--- src/rtl/cnu_msg_expand_pkg.sv ---
// Shared widths and constants for the check-node message expander.
// The defaults here must track the ones used by the min/min2 comparator tree.
package cnu_msg_expand_pkg;

  localparam int DATA_W     = 9;
  localparam int IDX_W      = 3;
  localparam int DEG        = 7;
  localparam int CNU_OFFSET = 1;

  // The comparator tree pads odd-degree nodes with this magnitude.
  localparam int PAD_MAG = (2 ** (DATA_W - 1)) - 1;

  typedef enum logic {
    ST_IDLE = 1'b0,
    ST_EMIT = 1'b1
  } state_t;

endpackage

--- src/rtl/cnu_msg_sel.sv ---
// Per-edge message builder: picks min or min2, applies the saturating offset,
// and forms the extrinsic sign from the frame parity.
module cnu_msg_sel
  import cnu_msg_expand_pkg::*;
#(
  parameter int data_w = DATA_W,
  parameter int idx_w  = IDX_W,
  parameter int D      = DEG,
  parameter int OFFSET = CNU_OFFSET
) (
  input  logic [idx_w-1:0]  edge_i,
  input  logic [data_w-1:0] min_i,
  input  logic [data_w-1:0] min2_i,
  input  logic [idx_w-1:0]  min_idx_i,
  input  logic [D-1:0]      sign_i,
  input  logic              parity_i,
  output logic [data_w:0]   msg_o
);

  localparam logic [data_w-1:0] OFF = data_w'(OFFSET);

  logic [data_w-1:0] sel;
  logic [data_w-1:0] mag;
  logic              sgn;

  always_comb begin
    // An out-of-range min_idx never matches, so every edge falls back to min.
    sel   = (edge_i == min_idx_i) ? min2_i : min_i;
    mag   = (sel > OFF) ? (sel - OFF) : '0;
    sgn   = parity_i ^ sign_i[edge_i];
    msg_o = {sgn, mag};
  end

endmodule

--- src/rtl/cnu_msg_expand.sv ---
// Expands one compressed check-node result into D serial sign-magnitude
// messages, one edge per accepted output beat.
//
//   state   | meaning
//   --------+-----------------------------------------------------------
//   ST_IDLE | no frame held; ready for a new compressed frame
//   ST_EMIT | presenting edge k of the held frame; a new frame may load
//           | in the same cycle as the last edge is taken
module cnu_msg_expand
  import cnu_msg_expand_pkg::*;
#(
  parameter int data_w = DATA_W,
  parameter int idx_w  = IDX_W,
  parameter int D      = DEG,
  parameter int OFFSET = CNU_OFFSET
) (
  input  logic              clk,
  input  logic              rst,
  input  logic              in_valid,
  output logic              in_ready,
  input  logic [data_w-1:0] min,
  input  logic [data_w-1:0] min2,
  input  logic [idx_w-1:0]  min_idx,
  input  logic [D-1:0]      sign_in,
  output logic              out_valid,
  input  logic              out_ready,
  output logic [data_w:0]   out_msg,
  output logic [idx_w-1:0]  out_idx,
  output logic              out_last
);

  localparam logic [idx_w-1:0] LAST_K = idx_w'(D - 1);

  state_t            state_q, state_d;
  logic [data_w-1:0] min_q, min2_q;
  logic [idx_w-1:0]  min_idx_q;
  logic [D-1:0]      sign_q;
  logic              parity_q;
  logic [idx_w-1:0]  k_q, k_d;
  logic [data_w:0]   msg_q;
  logic              last_q;

  logic              accept;
  logic              take;
  logic              step;

  logic [data_w-1:0] src_min, src_min2;
  logic [idx_w-1:0]  src_idx;
  logic [D-1:0]      src_sign;
  logic              src_parity;
  logic [data_w:0]   msg_nxt;

  // State register and datapath registers.
  always_ff @(posedge clk) begin
    if (!rst) begin
      state_q   <= ST_IDLE;
      min_q     <= '0;
      min2_q    <= '0;
      min_idx_q <= '0;
      sign_q    <= '0;
      parity_q  <= 1'b0;
      k_q       <= '0;
      msg_q     <= '0;
      last_q    <= 1'b0;
    end else begin
      state_q <= state_d;
      if (accept) begin
        min_q     <= min;
        min2_q    <= min2;
        min_idx_q <= min_idx;
        sign_q    <= sign_in;
        parity_q  <= src_parity;
      end
      if (accept || step) begin
        k_q    <= k_d;
        msg_q  <= msg_nxt;
        last_q <= (k_d == LAST_K);
      end
    end
  end

  // Next-state logic.
  always_comb begin
    state_d = state_q;
    unique case (state_q)
      ST_IDLE: if (accept) state_d = ST_EMIT;
      ST_EMIT: if (take && last_q) state_d = accept ? ST_EMIT : ST_IDLE;
      default: state_d = ST_IDLE;
    endcase
  end

  // Handshake outputs and register enables.
  always_comb begin
    out_valid = (state_q == ST_EMIT);
    take      = out_valid && out_ready;
    in_ready  = rst && ((state_q == ST_IDLE) || (take && last_q));
    accept    = in_valid && in_ready;
    step      = take && !last_q;
  end

  // A freshly accepted frame is expanded straight from the inputs so edge 0
  // is registered on the accept edge; later edges come from the held copy.
  always_comb begin
    src_min    = accept ? min : min_q;
    src_min2   = accept ? min2 : min2_q;
    src_idx    = accept ? min_idx : min_idx_q;
    src_sign   = accept ? sign_in : sign_q;
    src_parity = accept ? (^sign_in) : parity_q;
    k_d        = accept ? '0 : (k_q + idx_w'(1));
  end

  cnu_msg_sel #(
    .data_w (data_w),
    .idx_w  (idx_w),
    .D      (D),
    .OFFSET (OFFSET)
  ) u_sel (
    .edge_i    (k_d),
    .min_i     (src_min),
    .min2_i    (src_min2),
    .min_idx_i (src_idx),
    .sign_i    (src_sign),
    .parity_i  (src_parity),
    .msg_o     (msg_nxt)
  );

  assign out_msg  = msg_q;
  assign out_idx  = k_q;
  assign out_last = last_q;

endmodule

--- config.mk ---
export PLATFORM = sky130hd
export DESIGN_NAME = cnu_msg_expand
export DESIGN_NICKNAME = d
export VERILOG_FILES = /design/src/rtl/cnu_msg_expand_pkg.sv /design/src/rtl/cnu_msg_sel.sv /design/src/rtl/cnu_msg_expand.sv
export SDC_FILE = /design/constraint.sdc
export NUM_CORES = 1
export LEC_CHECK = 0
export CAP_MARGIN = 40
export CORE_MARGIN = 2
export CORE_UTILIZATION = 50
export CTS_CLUSTER_DIAMETER = 150
export DETAILED_ROUTE_END_ITERATION = 6
export PLACE_DENSITY = 0.77
export SLEW_MARGIN = 30
export SYNTH_ARGS = -nofsm -noshare
export SYNTH_HDL_FRONTEND = slang
export SYNTH_HIERARCHICAL = 1
export SYNTH_SLANG_ARGS = --single-unit
export TNS_END_PERCENT = 30
--- constraint.sdc ---
create_clock -name clk -period 4.8 [get_ports clk]
set_input_delay 1.44 -clock clk [delete_from_list [all_inputs] [get_ports clk]]
set_output_delay 1.44 -clock clk [all_outputs]
set_load 0.01 [all_outputs]
==> metrics.md <==
| Metric | Value |
|---|---|
| Max Cap Violations | `0` |
| Setup clock skew after layout | `0.00810 ns` |
| Most frequently used cell type in the post-synthesis netlist | `dfxtp_1` |
| Number of synthesized register bits | `44` |
| Number of diodes | `0` |
| Count of antenna-violating nets left after detailed routing | `0` |
| Count of flip-flops with a built-in enable after synthesis | `0` |
| Maximum vdd drop | `0.000206 V` |
| Number of buffers inserted during clock tree synthesis | `5` |
| Final setup violating endpoints | `0` |
| TritonCTS clock tree | `built` |
| Number of distinct library cells after synthesis | `54` |
| Placement row count | `26` |
| Relative slew margins | `0.638` |
| Post-synthesis cell area | `2570 µm²` |
| Max clock buf depth | `2` |
| Post-cts sizing count | `0` |
| Top cells by count, synth | `44 x dfxtp_1, 27 x and2_1, 25 x mux2_4` |
| Parity-gate share of the synthesized area counting xor and xnor cells | `0.0619` |
| Detailed-router iteration count before antenna repair | `4` |
| Crit Path Category | `input pin to output port` |
| Fraction of the mapped netlist area in simple logic gates | `0.209` |
| Multi-input logic area | `1560 µm²` |
| Post-route DRC violation count | `0` |
| Setup_tns | `0 ns` |
| Leading cell types by total area after synthesis | `dfxtp_1 34%, mux2_4 15%, and2_1 6.6%` |
| Adder-cell share of the synthesized area | `0.00975` |
| Vias/cell | `5.17` |
| Depth of the most critical reg-to-reg path | `10` |
| Root buffer cell | `clkbuf_8` |
| Area of all sequential standard cells | `881 µm²` |
| Data arrival time at the worst-slack endpoint | `3.03 ns` |
| Routability cong. | `0.809` |
| Core Box Area | `5040 µm²` |
| I/O Pins | `48` |
| Synth Area per Inst | `11.1 µm²` |
| Cell type with the largest total area after synthesis | `dfxtp_1` |
| Global-route congestion overflow total | `0` |
| Number of vias in the routed layout | `1816` |
| Vias in the first global route | `1730` |
| Post-route clock period utilization | `0.932` |
| First-pass GRT wire length | `8230 µm` |
| Required arrival time at the worst endpoint | `3.36 ns` |
| Placed Area | `3070 µm²` |
| Hpwl dp | `3610 µm` |
| P&R area growth vs syn | `23.2%` |
| Synthesized instance count | `232` |
| Pin count of the biggest net entering global routing | `46` |
| Setup repair bufs after CTS | `0` |
| Number of design-rule violations left by the first detailed-router iteration | `105` |
| Final max-slew violation count | `0` |
| Largest family of logic cells by synthesized area | `multiplexers` |
| Max Clk Rate | `0.223 GHz` |
| Hold Path Class | `flip-flop to flip-flop` |
| Post-Synthesis Net Count | `266` |
| Gr usage total | `0.193` |
| Cell depth of the worst hold path | `2` |
| Clock slew seen by the registers of the worst setup and hold paths | `0.08 ns` |
| Ys flop type | `dfxtp_1` |
| Clock net sink count | `44` |
| Status | `completed` |
| Hold buffers post-CTS | `0` |
| Power density cells | `295 nW/µm²` |
| Shortest period the worst path allows | `4.47 ns` |
| Initial antenna violation count | `0` |
| Initial cell density of the core | `0.509` |
| Mux share of post-synthesis cell area | `0.232` |
| Drt wl/cell | `14.2 µm` |
| Yosys synthesis warning count | `6` |
| Number of hold-slack violations in the final timing report | `0` |
| DRT Wirelength | `4990 µm` |
| Area fraction of the dominant cell type after synthesis | `0.343` |
| RSZ-0062 raised after global routing | `no` |
| CTS H-Tree Depth | `2` |
| Floorplan die height | `75.6 µm` |
| Final Cell Area | `3160 µm²` |
| Post-synthesis compound-gate area fraction | `0.0956` |
| Final Power | `931 µW` |
| Layout cell share with drive strength beyond 1 | `0.228` |
| Layout Nets | `314` |
| Slew @ Worst Pin | `0.541 ns` |
| Die width | `75.6 µm` |
| Type of element launching the critical path | `input pin` |
| CP max FO | `45` |
| Sequential share of the synthesized area | `0.343` |
| Fillers | `442` |
| Count of buffers inserted at the top-level ports | `47` |
| DIE AREA | `5720 µm²` |
| Async set or reset register ratio after synthesis | `0` |
| Setup crit end kind | `output port` |
| Pleak | `0.00127 µW` |
| Latest clock arrival within the worst-skew pair | `0.30 ns` |
## cells by family after synthesis
kind of cell | Yosys count
compound gates | 28
xor+xnor | 15
fa+ha+maj | 2
buf+inv | 16
flops | 44
mux | 45
simple gates | 82
## stage by stage
stage,std cells,setup WS (ns),hold WS [ns],utilization
after global routing,351,0.242,0.549,0.627
after detailed placement,343,0.143,0.506,0.608
after floorplan,232,0.492,0.467,-
after CTS,351,0.302,0.520,0.627
after global placement,343,0.177,0.495,0.608
final,351,0.326,0.509,0.627
## sequential cells by signal, summed over array words and instances, names as in the netlist
name       count
min2_q         9
out_idx        3
min_q          9
min_idx_q      3
out_last       1
out_valid      1
out_msg       10
sign_q         7
parity_q       1
## final timing paths
kind	startpoint	slack [ns]	endpoint
worst min register to register	parity_q	0.51	parity_q
worst max register to register	out_last	1.72	out_msg[7]
worst max-delay path	rst	0.33	in_ready
worst min-delay path	parity_q	0.51	parity_q
## per-layer routing
layer	wire [µm]	global-route usage	vias up
met1	2380	0.261	857
met4	44	0.0468	0
li1	-	-	913
met5	0	0	-
met3	219	0.0450	4
met2	2350	0.313	42
## final cells by class
class | instances | area share
sequential | 44 | 0.279
tap | 70 | 0.0277
clock inverter | 2 | 0.00317
timing repair buffer | 55 | 0.168
clock buffer | 6 | 0.0261
multi-input combinational | 172 | 0.494
inverter | 2 | 0.00238
## cell usage in the layout, fill, tap and decap left out, drive strengths merged, types with 4 or more instances in the layout
cell and count:
clkbuf 6, nor4 4, o21ai 4, nor2b 13, nor2 13, nor3 5, buf 8, or4 4
and2 29, a221oi 4, nand2 5, clkdlybuf4s50 47, xnor2 11, mux2i 13, dfxtp 44, mux2 31
## worst max-delay path, cell delays in order
cell	delay, ns
clkdlybuf4s50_1	0.51
buf_4	0.36
and2b_1	0.19
clkdlybuf4s50_1	0.53
## report_power, final
part	internal [µW]	switching, µW	total [µW]
registers	389	10.6	399
clock network	115	128	243
logic	159	130	289
total	663	268	931
No activity file was read; power rests on OpenSTA's default activity.
